==> config.mk <==
export PLATFORM = sky130hd
export DESIGN_NAME = whack_game_ctrl
export DESIGN_NICKNAME = d
export VERILOG_FILES = /design/src/rtl/whack_game_ctrl.sv
export SDC_FILE = /design/constraint.sdc
export NUM_CORES = 1
export LEC_CHECK = 0
export ABC_AREA = 1
export BUFFER_PORTS_ARGS = -buffer_cell sky130_fd_sc_hd__buf_4
export CAP_MARGIN = 20
export CORE_ASPECT_RATIO = 1.2
export CORE_UTILIZATION = 35
export DETAILED_ROUTE_END_ITERATION = 6
export SLEW_MARGIN = 40
export SYNTH_ARGS = -nofsm -noshare
export SYNTH_HDL_FRONTEND = slang
export SYNTH_SLANG_ARGS = --single-unit
==> constraint.sdc <==
create_clock -name CLOCK_50 -period 2.2 [get_ports CLOCK_50]
set_input_delay 0.22 -clock CLOCK_50 [delete_from_list [all_inputs] [get_ports CLOCK_50]]
set_output_delay 0.22 -clock CLOCK_50 [all_outputs]
set_load 0.01 [all_outputs]
==> src/rtl/whack_game_ctrl.sv <==
// rtl/whack_game_ctrl.sv - whack-a-mole round sequencer; optional WHACK_WRONG_PENALTY_EN makes wrong keys cost a life
module whack_game_ctrl #(
   parameter int MOLE_CYCLES = 50_000_000,
   parameter int MIN_CYCLES  = 12_500_000,
   parameter int STEP_CYCLES = 2_500_000,
   parameter int GAP_CYCLES  = 10_000_000,
   parameter int LIVES       = 3,
   parameter int CNT_W       = 26
) (
   input  logic       CLOCK_50,
   input  logic       RESET,
   input  logic [3:0] KEY,
   input  logic       START,
   output logic [3:0] LEDR,
   output logic [7:0] SCORE_BCD,
   output logic [2:0] LIVES_LEFT,
   output logic       GAME_OVER,
   output logic       HIT,
   output logic       MISS
);
   typedef enum logic [1:0] {S_IDLE, S_GAP, S_UP, S_OVER} state_t;

   localparam logic [CNT_W-1:0] MOLE_W    = CNT_W'(MOLE_CYCLES);
   localparam logic [CNT_W-1:0] MIN_W     = CNT_W'(MIN_CYCLES);
   localparam logic [CNT_W-1:0] STEP_W    = CNT_W'(STEP_CYCLES);
   localparam logic [CNT_W-1:0] GAP_LAST  = CNT_W'(GAP_CYCLES - 1);
   localparam logic [CNT_W:0]   FLOOR_SUM = (CNT_W+1)'(MIN_CYCLES + STEP_CYCLES);
   localparam logic [2:0]       LIVES_W   = 3'(LIVES);

   state_t           state, state_n;
   logic [3:0]       key_s1, key_s2, key_prev;
   logic [3:0]       lfsr, lfsr_n, lfsr_step;
   logic [3:0]       leds, leds_n;
   logic [7:0]       score, score_n, score_inc;
   logic [2:0]       lives, lives_n;
   logic [CNT_W-1:0] window, window_n, win_shrunk;
   logic [CNT_W-1:0] cnt, cnt_n;
   logic             hit_r, hit_n, miss_r, miss_n;
   logic [3:0]       press;
   logic             hit_now, wrong_now, timeout;

   assign LEDR       = leds;
   assign SCORE_BCD  = score;
   assign LIVES_LEFT = lives;
   assign GAME_OVER  = (state == S_OVER);
   assign HIT        = hit_r;
   assign MISS       = miss_r;

   // Judging helpers: key edges, next LFSR value, saturating BCD and floored window
   always_comb begin
      press     = key_s2 & ~key_prev;
      lfsr_step = {lfsr[2:0], lfsr[3] ^ lfsr[2]};
      hit_now   = |(press & leds);
`ifdef WHACK_WRONG_PENALTY_EN
      wrong_now = (press != 4'b0000) && !hit_now;
`else
      wrong_now = 1'b0;
`endif
      timeout   = (cnt == window - CNT_W'(1));
      if (score == 8'h99)
         score_inc = score;
      else if (score[3:0] == 4'd9)
         score_inc = {score[7:4] + 4'd1, 4'd0};
      else
         score_inc = {score[7:4], score[3:0] + 4'd1};
      // compare in one extra bit so a small window never wraps below the floor
      if ({1'b0, window} < FLOOR_SUM)
         win_shrunk = MIN_W;
      else
         win_shrunk = window - STEP_W;
   end

   // Round flow: next state and next values of every game register
   always_comb begin
      state_n  = state;
      leds_n   = leds;
      score_n  = score;
      lives_n  = lives;
      window_n = window;
      cnt_n    = cnt;
      lfsr_n   = lfsr;
      hit_n    = 1'b0;
      miss_n   = 1'b0;
      case (state)
         S_IDLE, S_OVER: begin
            leds_n = 4'b0000;
            if (START) begin
               score_n  = 8'h00;
               lives_n  = LIVES_W;
               window_n = MOLE_W;
               cnt_n    = '0;
               state_n  = S_GAP;
            end
         end
         S_GAP: begin
            leds_n = 4'b0000;
            if (cnt == GAP_LAST) begin
               lfsr_n  = lfsr_step;
               leds_n  = 4'b0001 << lfsr_step[1:0];
               cnt_n   = '0;
               state_n = S_UP;
            end else begin
               cnt_n = cnt + CNT_W'(1);
            end
         end
         S_UP: begin
            cnt_n = cnt + CNT_W'(1);
            if (hit_now) begin
               hit_n    = 1'b1;
               leds_n   = 4'b0000;
               score_n  = score_inc;
               window_n = win_shrunk;
               cnt_n    = '0;
               state_n  = S_GAP;
            end else if (timeout || wrong_now) begin
               miss_n  = 1'b1;
               leds_n  = 4'b0000;
               lives_n = lives - 3'd1;
               cnt_n   = '0;
               state_n = (lives == 3'd1) ? S_OVER : S_GAP;
            end
         end
         default: state_n = S_IDLE;
      endcase
   end

   // Registers: key synchronizer chain plus all game state
   always_ff @(posedge CLOCK_50 or posedge RESET) begin
      if (RESET) begin
         state    <= S_IDLE;
         key_s1   <= 4'b0000;
         key_s2   <= 4'b0000;
         key_prev <= 4'b0000;
         lfsr     <= 4'b0001;
         leds     <= 4'b0000;
         score    <= 8'h00;
         lives    <= 3'd0;
         window   <= MOLE_W;
         cnt      <= '0;
         hit_r    <= 1'b0;
         miss_r   <= 1'b0;
      end else begin
         state    <= state_n;
         key_s1   <= ~KEY;
         key_s2   <= key_s1;
         key_prev <= key_s2;
         lfsr     <= lfsr_n;
         leds     <= leds_n;
         score    <= score_n;
         lives    <= lives_n;
         window   <= window_n;
         cnt      <= cnt_n;
         hit_r    <= hit_n;
         miss_r   <= miss_n;
      end
   end
endmodule

==> results of run 1 <==
[cells in the mapped netlist (all sizes together) (2+ instances only)]
cell and n:
o2111ai 2, a31oi 5, nor2 94, a21oi 13
nand2 254, xor2 33, clkbuf 17, nand3 86
nand3b 7, nor3 10, a22oi 4, nor3b 5
o21ai 29, dfstp 13, dfrtp 69, xnor2 10
ha 13, o22ai 4, inv 116, buf 10
nand4 23, nor4 12
[final cells by class]
type	count	share of cell area
Inverter	117	0.06134
Multi-Input combinational cell	612	0.4672
Timing Repair Buffer	91	0.1052
Tap cell	212	0.03674
Clock inverter	7	0.01126
Sequential cell	82	0.2871
Clock buffer	9	0.03119
[cells by family (layout without fill, tap and decap cells)]
group                    count (synthesis)  count (layout)
AO/OA/AOI/OAI                           61              61
XOR/XNOR                                43              43
adder cells (fa/ha/maj)                 13              13
buffers and inverters                  144             224
flip-flops                              82              82
multiplexers                             1               1
AND/OR/NAND/NOR                        493             494
[metrics by stage]
step / instance area, um^2 / setup TNS [ns] / power (W)
6_report: 7221 / 0 / 0.003366
5_1_grt: 7221 / -4.273 / 0.003485
4_1_cts: 7030 / -0.01235 / 0.003395
3_5_place_dp: 6614 / -6.285 / 0.001813
3_3_place_gp: 6614 / -6.758 / 0.001812
2_1_floorplan: 5844 / 0 / 0.001725
[registers in the layout, summed over array words and instances, names as in the netlist]
name,count
HIT,1
LEDR,4
LIVES_LEFT,3
MISS,1
SCORE_BCD,8
cnt,26
key_prev,4
key_s1,4
key_s2,4
lfsr,4
state,2
window,21
[worst register-to-register path, stage by stage (launching register included)]
cell,delay [ns]
dfrtp_1,0.39
inv_2,0.08
ha_4,0.22
nand2_2,0.08
nand3_2,0.08
nor3b_4,0.23
nand4_1,0.19
nor2_1,0.13
nand2_1,0.06
nor2_1,0.08
nand2_1,0.07
nand2_2,0.08
nand2_4,0.11
clkbuf_16,0.19
nand3_2,0.05
nand2_1,0.05
[metal layers]
metal	wire length [um]	share of wire	vias up
met3	443	0.028	39
met5	0	0	-
met2	7749	0.49	97
li1	-	-	2825
met4	663	0.042	0
met1	7035	0.44	2596
[timing repair]
item                                   in CTS  in global routing
resized for setup                          15                 36
buffers inserted                            2                  3
pin swaps                                   4                 15
endpoints found under the hold margin       4                  0
gates cloned                                1                  2
hold buffers                                4                  0
setup endpoints to repair                  35                 39
[final timing paths]
kind                                    endpoint  cells after the start
setup / recovery              cnt[8]$_DFFE_PP0P_                     15
hold / removal                cnt[1]$_DFFE_PP0P_                      3
setup reg to reg              cnt[8]$_DFFE_PP0P_                     15
hold reg to reg              key_s2[2]$_DFF_PP0_                      0
max in group asynchronous  window[9]$_DFFE_PP0P_                      3
min in group CLOCK_50       state[0]$_DFFE_PP0P_                      5
[power breakdown]
part | total (W) | leakage, nW | internal (W) | switching, W
Combinational | 0.000245 | 2.46 | 0.000100 | 0.000145
Sequential | 0.00157 | 1.01 | 0.00154 | 0.0000333
Clock | 0.00155 | 0.150 | 0.000810 | 0.000738
==> results by group, run 1 <==
Run status
  – Status: finished, violations left
  – Violated checks: hold timing

Critical path
  – CP Launch Type: register
  – R2r startpoint: window[5]$_DFFE_PP0P_
  – Type of the worst setup path: reg -> reg
  – Worst path slowest cell: dfrtp_1
  – Worst-path fanout max: 5
  – Most Frequent Cell on Critical Path: nand2_1
  – Worst EP required: 2.45 ns
  – CP delay by family, top: simple AND/OR/NAND/NOR gates
  – Critical path origin: window[5]$_DFFE_PP0P_
  – Slowest stage delay, CP: 0.39 ns
  – Cells along the critical path: inv_2 > ha_4 > nand2_2 > nand3_2 > nor3b_4 > nand4_1 > nor2_1 > nand2_1 > nor2_1 > nand2_1 > nand2_2 > nand2_4 > clkbuf_16 > nand3_2 > nand2_1
  – Worst Setup End Kind: register
  – Crit path DAT: 2.45 ns
  – Reg2Reg Setup Slack: between 0.002 and 0.0025 ns
  – Crit path buffers/inverters: 2

CTS
  – Worst-skew pair later-pin latency: 0.36 ns
  – Max Root-Sink Buffers: 2
  – H-tree depth: 3
  – Clk slew on worst S/H paths: roughly 0.070 ns
  – CTS Root Buffer Type: clkbuf_16
  – Total CTS buffers: 9
  – CTS Sinks: 82
  – TritonCTS clock tree: yes

Power and ir drop
  – Peak supply drop: 0.3636 mV
  – Pwr per Cell Area: 466.2 nW/um^2
  – LEAKAGE: between 3 and 4 nW

GRT
  – M3 GR Usage: 0.02500
  – Largest net degree at the start of global routing: 83
  – Total GRT Usage: 0.1923
  – M1 GR Usage: 0.2311
  – GRT overflow: 0
  – Global route hottest layer: met2
  – Antenna violations before repair: 0
  – Global-route track usage on met2: 0.3276
  – First-pass GRT wire length: 26010 um
  – Vias in the first global route: 5393

Yosys
  – Yosys cell types: 40
  – Compound-Gate Fraction of Synth Area: 0.05913
  – Post-Syn Area: ~5800 um^2
  – Fraction of the mapped netlist area in adder cells: 0.02785
  – Largest family of logic cells by synthesized area: simple AND/OR/NAND/NOR gates
  – YS warnings: 0
  – Top cell type's share of synthesized area: 0.2956
  – Post-Synth XOR/XNOR Area: 0.06448
  – Synthesized instance count: 837
  – Seq/Total Area, Yosys: 0.3541
  – Yosys reg bits: 82
  – Area leader, netlist: dfrtp_1
  – EDFF count, synth: 0
  – Syn avg cell area: 6.978 um^2
  – Synth Flop Type: dfrtp_1
  – Ranking of synthesized cells by area: dfrtp_1 (30%), nand2_1 (16%), inv_1 (7.2%)
  – Multiplexer share of the synthesized area: 0.001714
  – Syn nets: 857
  – Synth async-reset ratio: 1.000
  – Synth Area in Simple Gates: 0.3929

STA
  – Hold Slack: -0.04108 ns
  – Fin crit period: ~2.2 ns
  – Final period util: 0.9990
  – Final setup margin: 0.002140 ns
  – Final Max Tran Viols: 0
  – # setup viols final: 0
  – Tightest Pin Transition: 0.4844 ns
  – Worst Clk Skew: 0.01160 ns
  – RSZ-0062 raised after global routing: yes
  – Fmax: between 400 and 500 MHz
  – Final hold violation count: 26
  – Max_slew headroom: 0.6770

Finish
  – Most frequent cells in the layout: nand2_1 (244), inv_1 (108), buf_4 (82)
  – Final non-filler cell total: 1130
  – Layout net count: 933
  – Ant diodes: 0
  – Register area: 2073 um^2
  – Area Overhead vs Synth: 23.63%
  – Commonest non-fill, non-tap cell in the layout: nand2_1
  – Share of layout cells above drive strength 1: 0.2113
  – Final core occ: 0.4438
  – Fillers: 1670
  – Multi-input gate area: roughly 3400 um^2

Place
  – PortBufs: 24
  – DP Wirelength: 11660 um
  – Dpl ws: -0.2238 ns
  – Post-Place Cells: 1103
  – Placer Congestion: 0.9397

Die
  – Die area: ~17000 um^2
  – Die Height: 143.5 um
  – Row Count: between 50 and 60
  – Initial Util: 0.3589
  – Top Ports: 25
  – Die W: 119.9 um
  – Core Region: approximately 16000 um^2

Routing
  – Antenna-violating nets left: 0
  – Vias per cell: 4.918
  – Detailed-route DRC error count: 0
  – 1st-iter DRT viols: 437
  – Routed wire length: 15890 um
  – Vias: 5557
  – Average wire per standard cell: 14.06 um
  – TritonRoute pass-1 iters: 7

Flow run
  – Max-cap viol count: 0

Worst hold path
  – Hold WC Path Type: in -> async
Note: power is estimated with default switching activity, not from simulation.
==> inputs of run 2 (changes only) <==
--- a/config.mk
+++ b/config.mk
@@ -9,6 +9,7 @@
 export BUFFER_PORTS_ARGS = -buffer_cell sky130_fd_sc_hd__buf_4
 export CAP_MARGIN = 20
 export CORE_ASPECT_RATIO = 1.2
+export CORE_MARGIN = 2
 export CORE_UTILIZATION = 35
 export DETAILED_ROUTE_END_ITERATION = 6
 export SLEW_MARGIN = 40
==> constraint.sdc (replaced) <==
create_clock -name CLOCK_50 -period 2 [get_ports CLOCK_50]
set_input_delay 0.2 -clock CLOCK_50 [delete_from_list [all_inputs] [get_ports CLOCK_50]]
set_output_delay 0.2 -clock CLOCK_50 [all_outputs]
set_load 0.01 [all_outputs]
==> results by group, run 2 (same netlist as run 1, synthesis figures left out) <==
Run status
  – Status: finished, violations left
  – Violated checks: setup timing

Critical path
  – Worst Setup End Kind: register
  – CP Launch Type: register
  – Type of the worst setup path: reg -> reg
  – Crit path DAT: around 2.5 ns
  – Worst-path fanout max: 7
  – Worst EP required: 2.25 ns

CTS
  – TritonCTS clock tree: yes
  – H-tree depth: 3
  – Total CTS buffers: 9
  – CTS Sinks: 82
  – Clk slew on worst S/H paths: 0.07 ns
  – Worst-skew pair later-pin latency: 0.36 ns
  – Max Root-Sink Buffers: 2
  – CTS Root Buffer Type: clkbuf_16

Routing
  – Average wire per standard cell: about 14 um
  – TritonRoute pass-1 iters: 5
  – Antenna-violating nets left: 0
  – 1st-iter DRT viols: 405
  – Vias: 5905
  – Vias per cell: approximately 4.9
  – Routed wire length: 17220 um
  – Detailed-route DRC error count: 0

Power and ir drop
  – Total power: 0.003736 W
  – Peak supply drop: roughly 0.4 mV
  – LEAKAGE: around 4.0 nW
  – Pwr per Cell Area: 463.6 nW/um^2

Finish
  – Area Overhead vs Synth: 37.98%
  – Largest register FFs: 26
  – Layout net count: 1018
  – Reg with most FFs: cnt
  – Ant diodes: 0
  – Share of layout cells above drive strength 1: 0.3151
  – Fin area: about 8100 um^2
  – Commonest non-fill, non-tap cell in the layout: nand2_1
  – Most frequent cells in the layout: nand2_1 (235), buf_4 (161), inv_1 (107)
  – Final non-filler cell total: approximately 1200
  – Final core occ: 0.4953

Die
  – Die area: 17740 um^2
  – Die W: 121.9 um
  – Row Count: a little over 50
  – Top Ports: 25
  – Core Region: between 15000 and 20000 um^2
  – Die Height: 145.5 um
  – Initial Util: 0.3589

STA
  – # setup viols final: 35
  – Tightest Pin Transition: between 0.4 and 0.5 ns
  – Final hold violation count: 0
  – RSZ-0062 raised after global routing: yes
  – Fmax: 453.4 MHz
  – Worst Clk Skew: ~0.0075 ns
  – Max_slew headroom: 0.6819
  – Final Max Tran Viols: 0
  – Fin crit period: 2.206 ns
  – Final setup margin: -0.2057 ns
  – Final period util: 1.103
  – Setup TNS: -5.725 ns

Place
  – Post-Place Cells: 1179
  – DP Wirelength: 12570 um
  – Area after DPL: approximately 7200 um^2
  – PortBufs: 24
  – Placer Congestion: 0.9055

GRT
  – GRT overflow: 0
  – Antenna violations before repair: 0
  – Total GRT Usage: 0.1999
  – First-pass GRT wire length: 28090 um
  – Vias in the first global route: between 5000 and 6000
  – Largest net degree at the start of global routing: 83

Flow run
  – Max-cap viol count: 0

Worst hold path
  – Hold WC Path Type: in -> reg
[run 2: changes by cell type in the layout (fill, tap and decap cells not counted), sizes merged]
cell	change
inv	+2
buf	+85
clkinv	-3
clkbuf	-1
dlygate4sd3	+1
clkinvlp	+1
[run 2: final timing paths]
kind | start | depth (start not counted) | to | slack [ns]
max reg2reg | window[6]$_DFFE_PP0P_ | 15 | cnt[21]$_DFFE_PP0P_ | -0.21
max in group asynchronous | RESET | 4 | window[11]$_DFFE_PP0P_ | 1.07
min reg2reg | key_s1[3]$_DFF_PP0_ | 0 | key_s2[3]$_DFF_PP0_ | 0.35
max | window[6]$_DFFE_PP0P_ | 15 | cnt[21]$_DFFE_PP0P_ | -0.21
min | START | 6 | state[0]$_DFFE_PP0P_ | 0.34
min in group asynchronous | RESET | 4 | cnt[11]$_DFFE_PP0P_ | 0.51
[run 2: stage by stage]
| stage | setup WS (ns) | hold slack, ns |
|---|---|---|
| final | -0.2057 | 0.3445 |
| after global routing | -0.4101 | 0.3646 |
| after CTS | -0.1984 | 0.3368 |
| after detailed placement | -0.2966 | 0.3347 |
| after global placement | -0.2550 | 0.3331 |
| after floorplan | -0.01595 | 0.2594 |
[run 2: timing repair]
| item | 4_1_cts | 5_1_grt |
|---|---|---|
| hold endpoints to repair | 34 | 0 |
| setup endpoints to repair | 45 | 67 |
| pin swaps | 9 | 19 |
| cloned | 1 | 1 |
| setup buffers | 5 | 9 |
| hold buffers | 5 | 0 |
| gates resized for setup | 28 | 74 |
[run 2: power breakdown]
| group | total [W] | internal, W | switching (W) |
|---|---|---|---|
| Clock | 0.00168 | 0.000877 | 0.000807 |
| Combinational | 0.000327 | 0.000147 | 0.000180 |
| Sequential | 0.00173 | 0.00169 | 0.0000315 |
[run 2: critical path, stage by stage, from the launching register on]
cell and delay [ns]:
dfrtp_1 0.39, inv_2 0.10, ha_4 0.23, nand2_2 0.07, nand3_2 0.08, nor3b_4 0.21, nand4_1 0.18, nor2_1 0.13
nand2_1 0.06, nor2_1 0.08, nand2_1 0.07, nand2_2 0.10, nand2_4 0.11, buf_12 0.16, nand3_2 0.06, nand2_1 0.06
[run 2: metal layers]
layer,up-vias,wire length [um],share of wire,global-route usage
li1,2998,-,-,-
met3,36,481,0.028,0.03096
met4,0,512,0.030,0.08218
met1,2762,7549,0.44,0.2561
met5,-,0,0,0
met2,109,8681,0.50,0.3332
[run 2: area by class of cell]
| class | instances | area [um^2] |
|---|---|---|
| sequential | 82 | 2077 |
| inverter | 117 | 442.9 |
| timing repair buffer | 176 | 1418 |
| tap | 212 | 265.3 |
| fill | 1603 | 8213 |
| multi-input combinational | 612 | 3566 |
| clock buffer | 9 | 225.2 |
| clock inverter | 7 | 65.06 |
==> inputs of run 3 (changes only) <==
==> constraint.sdc (replaced) <==
create_clock -name CLOCK_50 -period 1.9 [get_ports CLOCK_50]
set_input_delay 0.19 -clock CLOCK_50 [delete_from_list [all_inputs] [get_ports CLOCK_50]]
set_output_delay 0.19 -clock CLOCK_50 [all_outputs]
set_load 0.01 [all_outputs]
==> results by group, run 3 (same netlist as run 1, synthesis figures left out) <==
Routing
  – Average wire per standard cell: 14.29 um
  – 1st-iter DRT viols: roughly 360
  – Highest Signal Layer: met4
  – Vias: 6078
  – WL met1: 7797 um
  – Met2 WL post-DR: 9070 um
  – Vias per cell: 4.866
  – Antenna-violating nets left: 0
  – Met3 routed WL: 449 um
  – TritonRoute pass-1 iters: 5
  – Detailed-route DRC error count: 0
  – Routed wire length: 17850 um

Critical path
  – Crit path buffers/inverters: 2
  – Worst EP required: 2.15 ns
  – CP delay by family, top: simple AND/OR/NAND/NOR gates
  – Critical path origin: window[6]$_DFFE_PP0P_
  – Slowest stage delay, CP: 0.39 ns
  – R2r startpoint: window[6]$_DFFE_PP0P_
  – Crit path DAT: 2.50 ns
  – Worst path slowest cell: dfrtp_1
  – CP Launch Type: register
  – Type of the worst setup path: reg -> reg
  – Worst Setup End Kind: register
  – Worst-path fanout max: 15
  – Cells along the critical path: inv_2 > ha_4 > o21ai_0 > nor3b_2 > nand4_1 > nor2_1 > nand2_1 > nor2_2 > nand2_2 > nand2_4 > nand2_4 > buf_12 > nand3_1 > nand2_1

STA
  – Fin crit period: 2.256 ns
  – Final setup margin: -0.3557 ns
  – Max_slew headroom: 0.6873
  – Final Max Tran Viols: 0
  – Hold Slack: 0.3496 ns
  – Fmax: around 440 MHz
  – Final hold violation count: 0
  – # setup viols final: 39
  – Final period util: 1.187
  – Worst Clk Skew: 0.006841 ns
  – Tightest Pin Transition: 0.4690 ns
  – RSZ-0062 raised after global routing: yes

Die
  – Die W: 121.9 um
  – Initial Util: 0.3589
  – Core Region: 16270 um^2
  – Die Height: roughly 150 um
  – Die area: 17740 um^2
  – Row Count: 51
  – Top Ports: 25

Power and ir drop
  – Combinational share of power: 0.095
  – NetSw: 0.001070 W
  – Seq pwr share: 0.460
  – LEAKAGE: 4.260 nW
  – Total power: 0.003947 W
  – Net Sw Frac: 0.2711
  – Pint: 0.002877 W
  – Clk network pwr share: 0.445
  – Pwr per Cell Area: between 400 and 500 nW/um^2
  – Peak supply drop: 0.4953 mV

Finish
  – Commonest non-fill, non-tap cell in the layout: nand2_1
  – Layout net count: 1052
  – Most frequent cells in the layout: nand2_1 (224), buf_4 (181), inv_1 (98)
  – Largest register FFs: 26
  – Reg with most FFs: cnt
  – Area Overhead vs Synth: 46.51%
  – Ant diodes: 0
  – Fillers: 1537
  – Share of layout cells above drive strength 1: 0.3790

CTS
  – TritonCTS clock tree: yes
  – H-tree depth: 3
  – Clk slew on worst S/H paths: 0.07 ns
  – CTS Sinks: 82
  – CTS Root Buffer Type: clkbuf_16
  – Max Root-Sink Buffers: 2
  – Total CTS buffers: 9
  – Worst-skew pair later-pin latency: ~0.36 ns

GRT
  – GRT overflow: 0
  – Largest net degree at the start of global routing: 83
  – First-pass GRT wire length: 28880 um
  – Total GRT Usage: 0.2043
  – Vias in the first global route: 6035
  – Antenna violations before repair: 0

Worst hold path
  – Hold_sp: START
  – Hold WC Path Type: in -> reg

Run status
  – Status: finished, violations left
  – Violated checks: setup timing

Flow run
  – Max-cap viol count: 0

Place
  – Placer Congestion: 0.8867
  – DP Wirelength: approximately 13000 um
  – PortBufs: 24
run 3: cell count changes in the layout (fill, tap and decap cells not counted), moves of 8 or more:
| cell | change |
|---|---|
| buf_4 | +20 |
| buf_6 | +15 |
| nand2_1 | -11 |
| inv_1 | -9 |
| nor2_1 | -8 |
run 3: worst min-delay path: cells and delay by family:
family,cells,cell delay [ns]
buffers and inverters,3,0.28
and+or+nand+nor,3,0.21
run 3: cell type report:
class | instances | area (um^2) | area share
multi-input combinational | 612 | 3757 | 0.4391
clock buffer | 9 | 225.2 | 0.02632
clock inverter | 7 | 70.07 | 0.008188
inverter | 117 | 451.7 | 0.05279
sequential | 82 | 2073 | 0.2423
tap | 212 | 265.3 | 0.03100
timing repair buffer | 210 | 1714 | 0.2003
run 3: final timing paths:
check | endpoint | slack, ns | cells after the start
setup / recovery | cnt[23]$_DFFE_PP0P_ | -0.36 | 14
hold / removal | state[0]$_DFFE_PP0P_ | 0.35 | 6
setup reg to reg | cnt[23]$_DFFE_PP0P_ | -0.36 | 14
hold reg to reg | key_s2[2]$_DFF_PP0_ | 0.35 | 0
max in group asynchronous | lfsr[0]$_DFFE_PP1P_ | 1.01 | 4
min in group asynchronous | cnt[4]$_DFFE_PP0P_ | 0.48 | 4
run 3: power groups by stage:
| stage | sequential [W] | combinational [W] | clock (W) |
|---|---|---|---|
| floorplan | 0.00184 | 0.000166 | 0 |
| global placement | 0.00184 | 0.000296 | 0 |
| detailed placement | 0.00184 | 0.000298 | 0 |
| CTS | 0.00181 | 0.000325 | 0.00179 |
| global route | 0.00182 | 0.000413 | 0.00188 |
| finish | 0.00182 | 0.000375 | 0.00176 |
run 3: layer usage:
layer,vias up,GRT usage
met2,99,0.3528
li1,3073,-
met3,35,0.03487
met1,2871,0.2469
met4,0,0.08966
met5,-,0
run 3: repair_timing:
action / in CTS / in global routing
pin swaps: 9 / 39
gates resized for setup: 53 / 117
setup endpoints to repair: 59 / 69
gates cloned: 1 / 1
setup buffers: 11 / 14
hold endpoints to repair: 73 / 0
hold buffers: 5 / 0
run 3: per-stage QoR:
step                area (um^2)  utilization  std cells  TNS [ns]  setup slack, ns
CTS                        8046       0.4945       1235    -9.862          -0.3185
global placement           7415       0.4557       1202    -11.64          -0.3237
global route               8557       0.5259       1249    -16.13          -0.4761
finish                     8557       0.5259       1249    -11.43          -0.3557
floorplan                  5893            -        837   -0.5056         -0.03944
detailed placement         7415       0.4557       1202    -14.61          -0.3871
